==> config.mk <==
export PLATFORM = sky130hd
export DESIGN_NAME = gray_stream_monitor
export DESIGN_NICKNAME = d
export VERILOG_FILES = /design/src/rtl/gray_pkg.sv /design/src/rtl/gray_to_binary.sv /design/src/rtl/gray_stream_monitor.sv
export SDC_FILE = /design/constraint.sdc
export NUM_CORES = 1
export LEC_CHECK = 0
export ABC_AREA = 1
export CORE_MARGIN = 2
export CORE_UTILIZATION = 38
export DETAILED_ROUTE_END_ITERATION = 8
export PLACE_DENSITY = 0.71
export SLEW_MARGIN = 20
export SYNTH_ARGS = -nofsm -noshare
export SYNTH_HDL_FRONTEND = slang
export SYNTH_HIERARCHICAL = 1
export SYNTH_SLANG_ARGS = --single-unit
==> constraint.sdc <==
create_clock -name clk -period 3.38 [get_ports clk]
set_clock_uncertainty 0.2 [all_clocks]
set_input_delay 0.676 -clock clk [delete_from_list [all_inputs] [get_ports clk]]
set_output_delay 0.676 -clock clk [all_outputs]
set_load 0.05 [all_outputs]
==> src/rtl/gray_pkg.sv <==
// gray_pkg: shared definitions for the Gray stream monitor.
//   - default code width
//   - FSM state encoding
//   - gray2bin(): reference Gray-to-binary decode for up to 32-bit codes
//     (narrower codes are zero-extended, which decodes identically)
package gray_pkg;

    localparam int GRAY_WIDTH = 4;

    typedef enum logic [1:0] {
        EMPTY = 2'd0,
        TRACK = 2'd1,
        FAULT = 2'd2
    } state_t;

    function automatic logic [31:0] gray2bin(input logic [31:0] g);
        logic [31:0] b;
        b[31] = g[31];
        for (int i = 30; i >= 0; i--) begin
            b[i] = b[i+1] ^ g[i];
        end
        return b;
    endfunction

endpackage

==> src/rtl/gray_to_binary.sv <==
// gray_to_binary: combinational Gray-to-binary decoder (inverse of the
// binary-to-Gray converter). Each binary bit is the XOR of all Gray bits
// at or above its position.
//   i_gray  in   WIDTH  Gray-coded value
//   o_bin   out  WIDTH  decoded binary value
module gray_to_binary #(
    parameter int WIDTH = gray_pkg::GRAY_WIDTH
) (
    input  logic [WIDTH-1:0] i_gray,
    output logic [WIDTH-1:0] o_bin
);

    for (genvar i = 0; i < WIDTH; i++) begin : g_bit
        assign o_bin[i] = ^(i_gray >> i);
    end

endmodule

==> src/rtl/gray_stream_monitor.sv <==
// gray_stream_monitor: decodes a stream of Gray codes and checks that each
// sample is a legal +/-1 (mod 2^WIDTH) move from the previous one.
//   clk        in   1          rising-edge clock
//   rst        in   1          synchronous active-high reset
//   in_valid   in   1          in_gray valid (always accepted)
//   in_gray    in   WIDTH      Gray-coded sample
//   clr_fault  in   1          clear fault, counters and history
//   out_valid  out  1          outputs describe last cycle's sample
//   out_bin    out  WIDTH      decoded binary of that sample
//   out_step   out  1          legal +/-1 move
//   out_dir    out  1          1 = up, 0 = down (valid with out_step)
//   out_err    out  1          illegal move
//   err_count  out  ERR_CNT_W  saturating error count
//   fault      out  1          FAULT_LIMIT consecutive errors seen
module gray_stream_monitor
    import gray_pkg::*;
#(
    parameter int WIDTH       = GRAY_WIDTH,
    parameter int ERR_CNT_W   = 8,
    parameter int FAULT_LIMIT = 3
) (
    input  logic                 clk,
    input  logic                 rst,
    input  logic                 in_valid,
    input  logic [WIDTH-1:0]     in_gray,
    input  logic                 clr_fault,
    output logic                 out_valid,
    output logic [WIDTH-1:0]     out_bin,
    output logic                 out_step,
    output logic                 out_dir,
    output logic                 out_err,
    output logic [ERR_CNT_W-1:0] err_count,
    output logic                 fault
);

    localparam logic [WIDTH-1:0]     STEP_UP = WIDTH'(1);
    localparam logic [WIDTH-1:0]     STEP_DN = '1;
    localparam logic [ERR_CNT_W-1:0] CNT_MAX = '1;
    localparam logic [2:0]           LIMIT   = 3'(FAULT_LIMIT);

    state_t                 r_state, w_state_nxt;
    logic [WIDTH-1:0]       r_prev_bin, w_prev_nxt;
    logic [2:0]             r_consec, w_consec_nxt, w_consec_inc;
    logic [ERR_CNT_W-1:0]   r_err_cnt, w_cnt_nxt;
    logic                   r_out_valid, w_valid_nxt;
    logic [WIDTH-1:0]       r_out_bin, w_bin_nxt;
    logic                   r_out_step, w_step_nxt;
    logic                   r_out_dir, w_dir_nxt;
    logic                   r_out_err, w_err_nxt;
    logic [WIDTH-1:0]       w_bin;
    logic [WIDTH-1:0]       w_diff;

    gray_to_binary #(.WIDTH(WIDTH)) u_dec (
        .i_gray (in_gray),
        .o_bin  (w_bin)
    );

    // Modular difference: 1 means up, all-ones means down (covers wrap).
    assign w_diff       = w_bin - r_prev_bin;
    assign w_consec_inc = r_consec + 3'd1;

    always_ff @(posedge clk) begin
        if (rst) r_state <= EMPTY;
        else     r_state <= w_state_nxt;
    end

    always_comb begin
        w_state_nxt  = r_state;
        w_prev_nxt   = r_prev_bin;
        w_consec_nxt = r_consec;
        w_cnt_nxt    = r_err_cnt;
        w_valid_nxt  = 1'b0;
        w_bin_nxt    = r_out_bin;
        w_step_nxt   = 1'b0;
        w_dir_nxt    = r_out_dir;
        w_err_nxt    = 1'b0;

        if (clr_fault) begin
            // Clear wins over a same-cycle sample, which is dropped.
            w_state_nxt  = EMPTY;
            w_consec_nxt = 3'd0;
            w_cnt_nxt    = '0;
            w_dir_nxt    = 1'b0;
        end else begin
            case (r_state)
                EMPTY: if (in_valid) begin
                    w_valid_nxt = 1'b1;
                    w_bin_nxt   = w_bin;
                    w_prev_nxt  = w_bin;
                    w_state_nxt = TRACK;
                end
                TRACK: if (in_valid) begin
                    w_valid_nxt = 1'b1;
                    w_bin_nxt   = w_bin;
                    w_prev_nxt  = w_bin;
                    if (w_diff == '0) begin
                        w_consec_nxt = 3'd0;
                    end else if (w_diff == STEP_UP) begin
                        w_step_nxt   = 1'b1;
                        w_dir_nxt    = 1'b1;
                        w_consec_nxt = 3'd0;
                    end else if (w_diff == STEP_DN) begin
                        w_step_nxt   = 1'b1;
                        w_dir_nxt    = 1'b0;
                        w_consec_nxt = 3'd0;
                    end else begin
                        w_err_nxt    = 1'b1;
                        w_consec_nxt = w_consec_inc;
                        if (r_err_cnt != CNT_MAX)
                            w_cnt_nxt = r_err_cnt + ERR_CNT_W'(1);
                        if (w_consec_inc >= LIMIT)
                            w_state_nxt = FAULT;
                    end
                end
                FAULT: ;  // samples ignored, counters frozen
                default: w_state_nxt = EMPTY;
            endcase
        end
    end

    always_ff @(posedge clk) begin
        if (rst) begin
            r_prev_bin  <= '0;
            r_consec    <= 3'd0;
            r_err_cnt   <= '0;
            r_out_valid <= 1'b0;
            r_out_bin   <= '0;
            r_out_step  <= 1'b0;
            r_out_dir   <= 1'b0;
            r_out_err   <= 1'b0;
        end else begin
            r_prev_bin  <= w_prev_nxt;
            r_consec    <= w_consec_nxt;
            r_err_cnt   <= w_cnt_nxt;
            r_out_valid <= w_valid_nxt;
            r_out_bin   <= w_bin_nxt;
            r_out_step  <= w_step_nxt;
            r_out_dir   <= w_dir_nxt;
            r_out_err   <= w_err_nxt;
        end
    end

    assign out_valid = r_out_valid;
    assign out_bin   = r_out_bin;
    assign out_step  = r_out_step;
    assign out_dir   = r_out_dir;
    assign out_err   = r_out_err;
    assign err_count = r_err_cnt;
    assign fault     = (r_state == FAULT);

endmodule
==> results.toml <==
[outcome]
status = "complete, no violations"

[grt]
grt_max_degree = 12
antenna_found_initial = 0
grt_overflow = 0
track_usage_pct = 13.29
grt_pass1_vias = 1074
grt_pass1_wl_um = 4395

[clock_tree]
ctsHoldBuffers = 0
clkSinkCount = 21
cts_made_buffers = 3
cts_tree = "done"
clk_path_buf_depth = 2
cts_max_level = 1
clk-insertion-delay-late_ns = 0.31
postCtsSetupBuffers = 0
clock-root-buffer = "clkbuf_4"
cts_resized = 0
path_clk_slew_ns = 0.12

[synth]
synth_nets = 200
synth_area_um2 = 1346
synth_seq_cells = 21
ys_seq_area_share_pct = 31.23
ys_types = 32
synth_cells = 185
postSynthAreaPerCell_um2 = 7.277
yosysWarnings = 6

[setup_path]
critPathSlowestCell = "clkdlybuf4s50_1"
critical_path.startpoint_type = "input port"
critPathRequiredTime_ns = 3.42
cp.arrival_ns = 3.03
crit_path_end_kind = "register"
crit_fanout = 11
criticalPathCategory = "in -> reg"
crit_chain = "clkdlybuf4s50_1 > inv_1 > nand2_1 > nand2_2 > nand2_1 > nand2_1 > inv_1 > ha_1 > inv_2 > fa_1 > nand2_1 > nor2_2 > nand3_4 > nand3_4 > nand2_1 > a21oi_1"
rr_startpoint = "out_bin[0]"
worst_path_most_repeated_cell = "nand2_1"
cp-startpoint = "in_gray[3]"
critPathMaxStageDelay_ns = 0.51

[detailed_routing]
routed_wl_um = 2409
drt-initial-drc-count = 26
final_antenna_net_count = 0
viasPerCell = 4.581
vias = 1191
dr.pass1.iters = 4
drc = 0
routedWlPerCell_um = 9.265

[sta]
max_slew_margin_pct = 66.47
hold_viol = 0
final.setup.tns_ns = 0
slew_violations = 0
min_period_ns = 2.990
rsz0062_at_grt = "no"
worstMarginPinSlew_ns = 0.5014
maxClockFrequency_mhz = 334.4
finalCritPeriodShare_pct = 88.47
setup_viol = 0

[power]
p_sw_mw = 0.1720
p_leak_nw = 0.7525
power.density_nw_per_um2 = 314.8
p_int_mw = 0.3550
vdd_drop_max_uv = 140.0
seqPwrFrac_pct = 48.5
switching_share_pct = 32.64
total_power_mw = 0.5271
p_comb_share_pct = 28.5
pwr-share-clk_pct = 22.9

[final_layout]
fin_cells = 260
drive_gt1_share_pct = 13.08
num-nets-final = 230
antenna_cells = 0
final_area_um2 = 1674
syn_to_final_growth_pct = 24.35
final_util_pct = 49.78

[flow_run]
maxCapViolCount = 0

[floorplan]
die_h_um = 63.52
start_util_pct = 40.03
std_cell_rows = 21
die_x_um = 63.52
ioPinCount = 25
core_region_area_um2 = 3363
dieArea_um2 = 4035

[placement]
dp_cells = 256
hpwlAfterDp_um = 1913
routabilityCongestion = 0.7484
dpl_cell_area_um2 = 1648
port-buffer-count = 24

[min_path]
hold_path_startpoint = "out_bin[0]"
hold_class = "reg -> reg"
## metrics by stage
step                worst slack, ns  hold slack [ns]
global placement             0.1121           0.2862
CTS                          0.3809           0.2939
floorplan                    0.6897           0.2648
detailed placement          0.05196           0.2809
finish                       0.3898           0.2908
global route                 0.1177           0.3199
## sequential cells by signal, summed over array words and instances (netlist names)
signal and cells:
err_count 8, out_bin 4, r_consec 3, r_state 2
out_dir 1, out_err 1, out_step 1, out_valid 1
## cells in the mapped netlist
cell       n  share of area [%]
inv_1     25                7.0
o211ai_1   1               0.56
nand2_4    3                2.5
nand3b_1   3                1.7
nand3_2    1               0.74
a21oi_2    2                1.3
a31oi_1    1               0.46
fa_1       1                1.5
a211oi_1   3                1.7
nand3_4    2                2.6
nand2_2    4                1.9
buf_6      1               0.84
inv_2      2               0.56
ha_1       6                5.6
o21ai_0    3                1.1
xnor2_1    1               0.65
or2_4      1               0.65
nand4_1    9                4.2
nand2_8    1                1.5
nor2_2     4                1.9
nand2_1   51                 14
inv_4      1               0.46
a31oi_4    1                1.6
buf_4      1               0.56
xor2_1     4                2.6
a21oi_1    9                3.3
o21ai_1    1               0.37
nor2_1    15                4.2
clkinv_1   2               0.56
nand3_1    4                1.5
a211o_1    1               0.65
dfxtp_1   21                 31
## cell usage in the layout (no fill, tap or decap), types with 2 or more instances in the layout
master           netlist  routed
a211oi_1               3       3
a21oi_1                9       9
a21oi_2                2       2
buf_4                  1       3
clkbuf_4               0       3
clkdlybuf4s50_1        0      24
clkinv_1               2       2
dfxtp_1               21      21
ha_1                   6       6
inv_1                 25      25
inv_2                  2       2
nand2_1               51      51
nand2_2                4       4
nand2_4                3       3
nand3_1                4       4
nand3_4                2       2
nand3b_1               3       3
nand4_1                9       9
nor2_1                15      15
nor2_2                 4       4
o21ai_0                3       3
xor2_1                 4       4
## power by group through the flow
stage	Clock [mW]	Combinational, mW	Sequential, mW
finish	0.121	0.150	0.256
global route	0.137	0.168	0.256
CTS	0.127	0.153	0.256
detailed placement	0	0.152	0.261
global placement	0	0.152	0.261
floorplan	0	0.102	0.276
## kinds of logic (layout without fill, tap and decap cells)
logic type                 Yosys count  count (layout)  share of synthesized area (%)
buffers and inverters               32              61                          9.945
AOI/OAI and AO/OA                   22              22                          11.06
and+or+nand+nor                     98              98                          37.45
adders and majority gates            7               7                          7.063
DFF                                 21              21                          31.23
xor gates and xnor gates             5               5                          3.253
## path summary, 6_finish.rpt
path | cells after the start | slack (ns) | end
max reg2reg | 9 | 1.31 | err_count[4]
min reg2reg | 2 | 0.29 | out_bin[0]
min | 2 | 0.29 | out_bin[0]
max | 16 | 0.39 | err_count[4]
## critical path, delay by kind of cell
family	cells	cell delay, ns
simple gates	9	0.92
buf+inv	4	0.69
fa+ha+maj	2	0.63
compound gates	1	0.12
## metal layers
layer | vias to the layer above | wire (um) | part of all wire (%) | track usage (%)
met3 | 5 | 51 | 2.1 | 1.786
met4 | 0 | 50 | 2.1 | 6.522
met5 | - | 0 | 0 | 0
met2 | 13 | 1121 | 47 | 21.45
li1 | 648 | - | - | -
met1 | 525 | 1186 | 49 | 17.34
## cell type report
cell class / instances / area (um2)
fillers: 370 / 1689
well taps: 46 / 57.56
clock buffers: 4 / 26.28
repair buffers: 27 / 262.8
flip-flops and latches: 21 / 420.4
multi-input cells: 132 / 792.0
inverters: 30 / 115.1
Note: power is estimated with default switching activity, not from simulation.
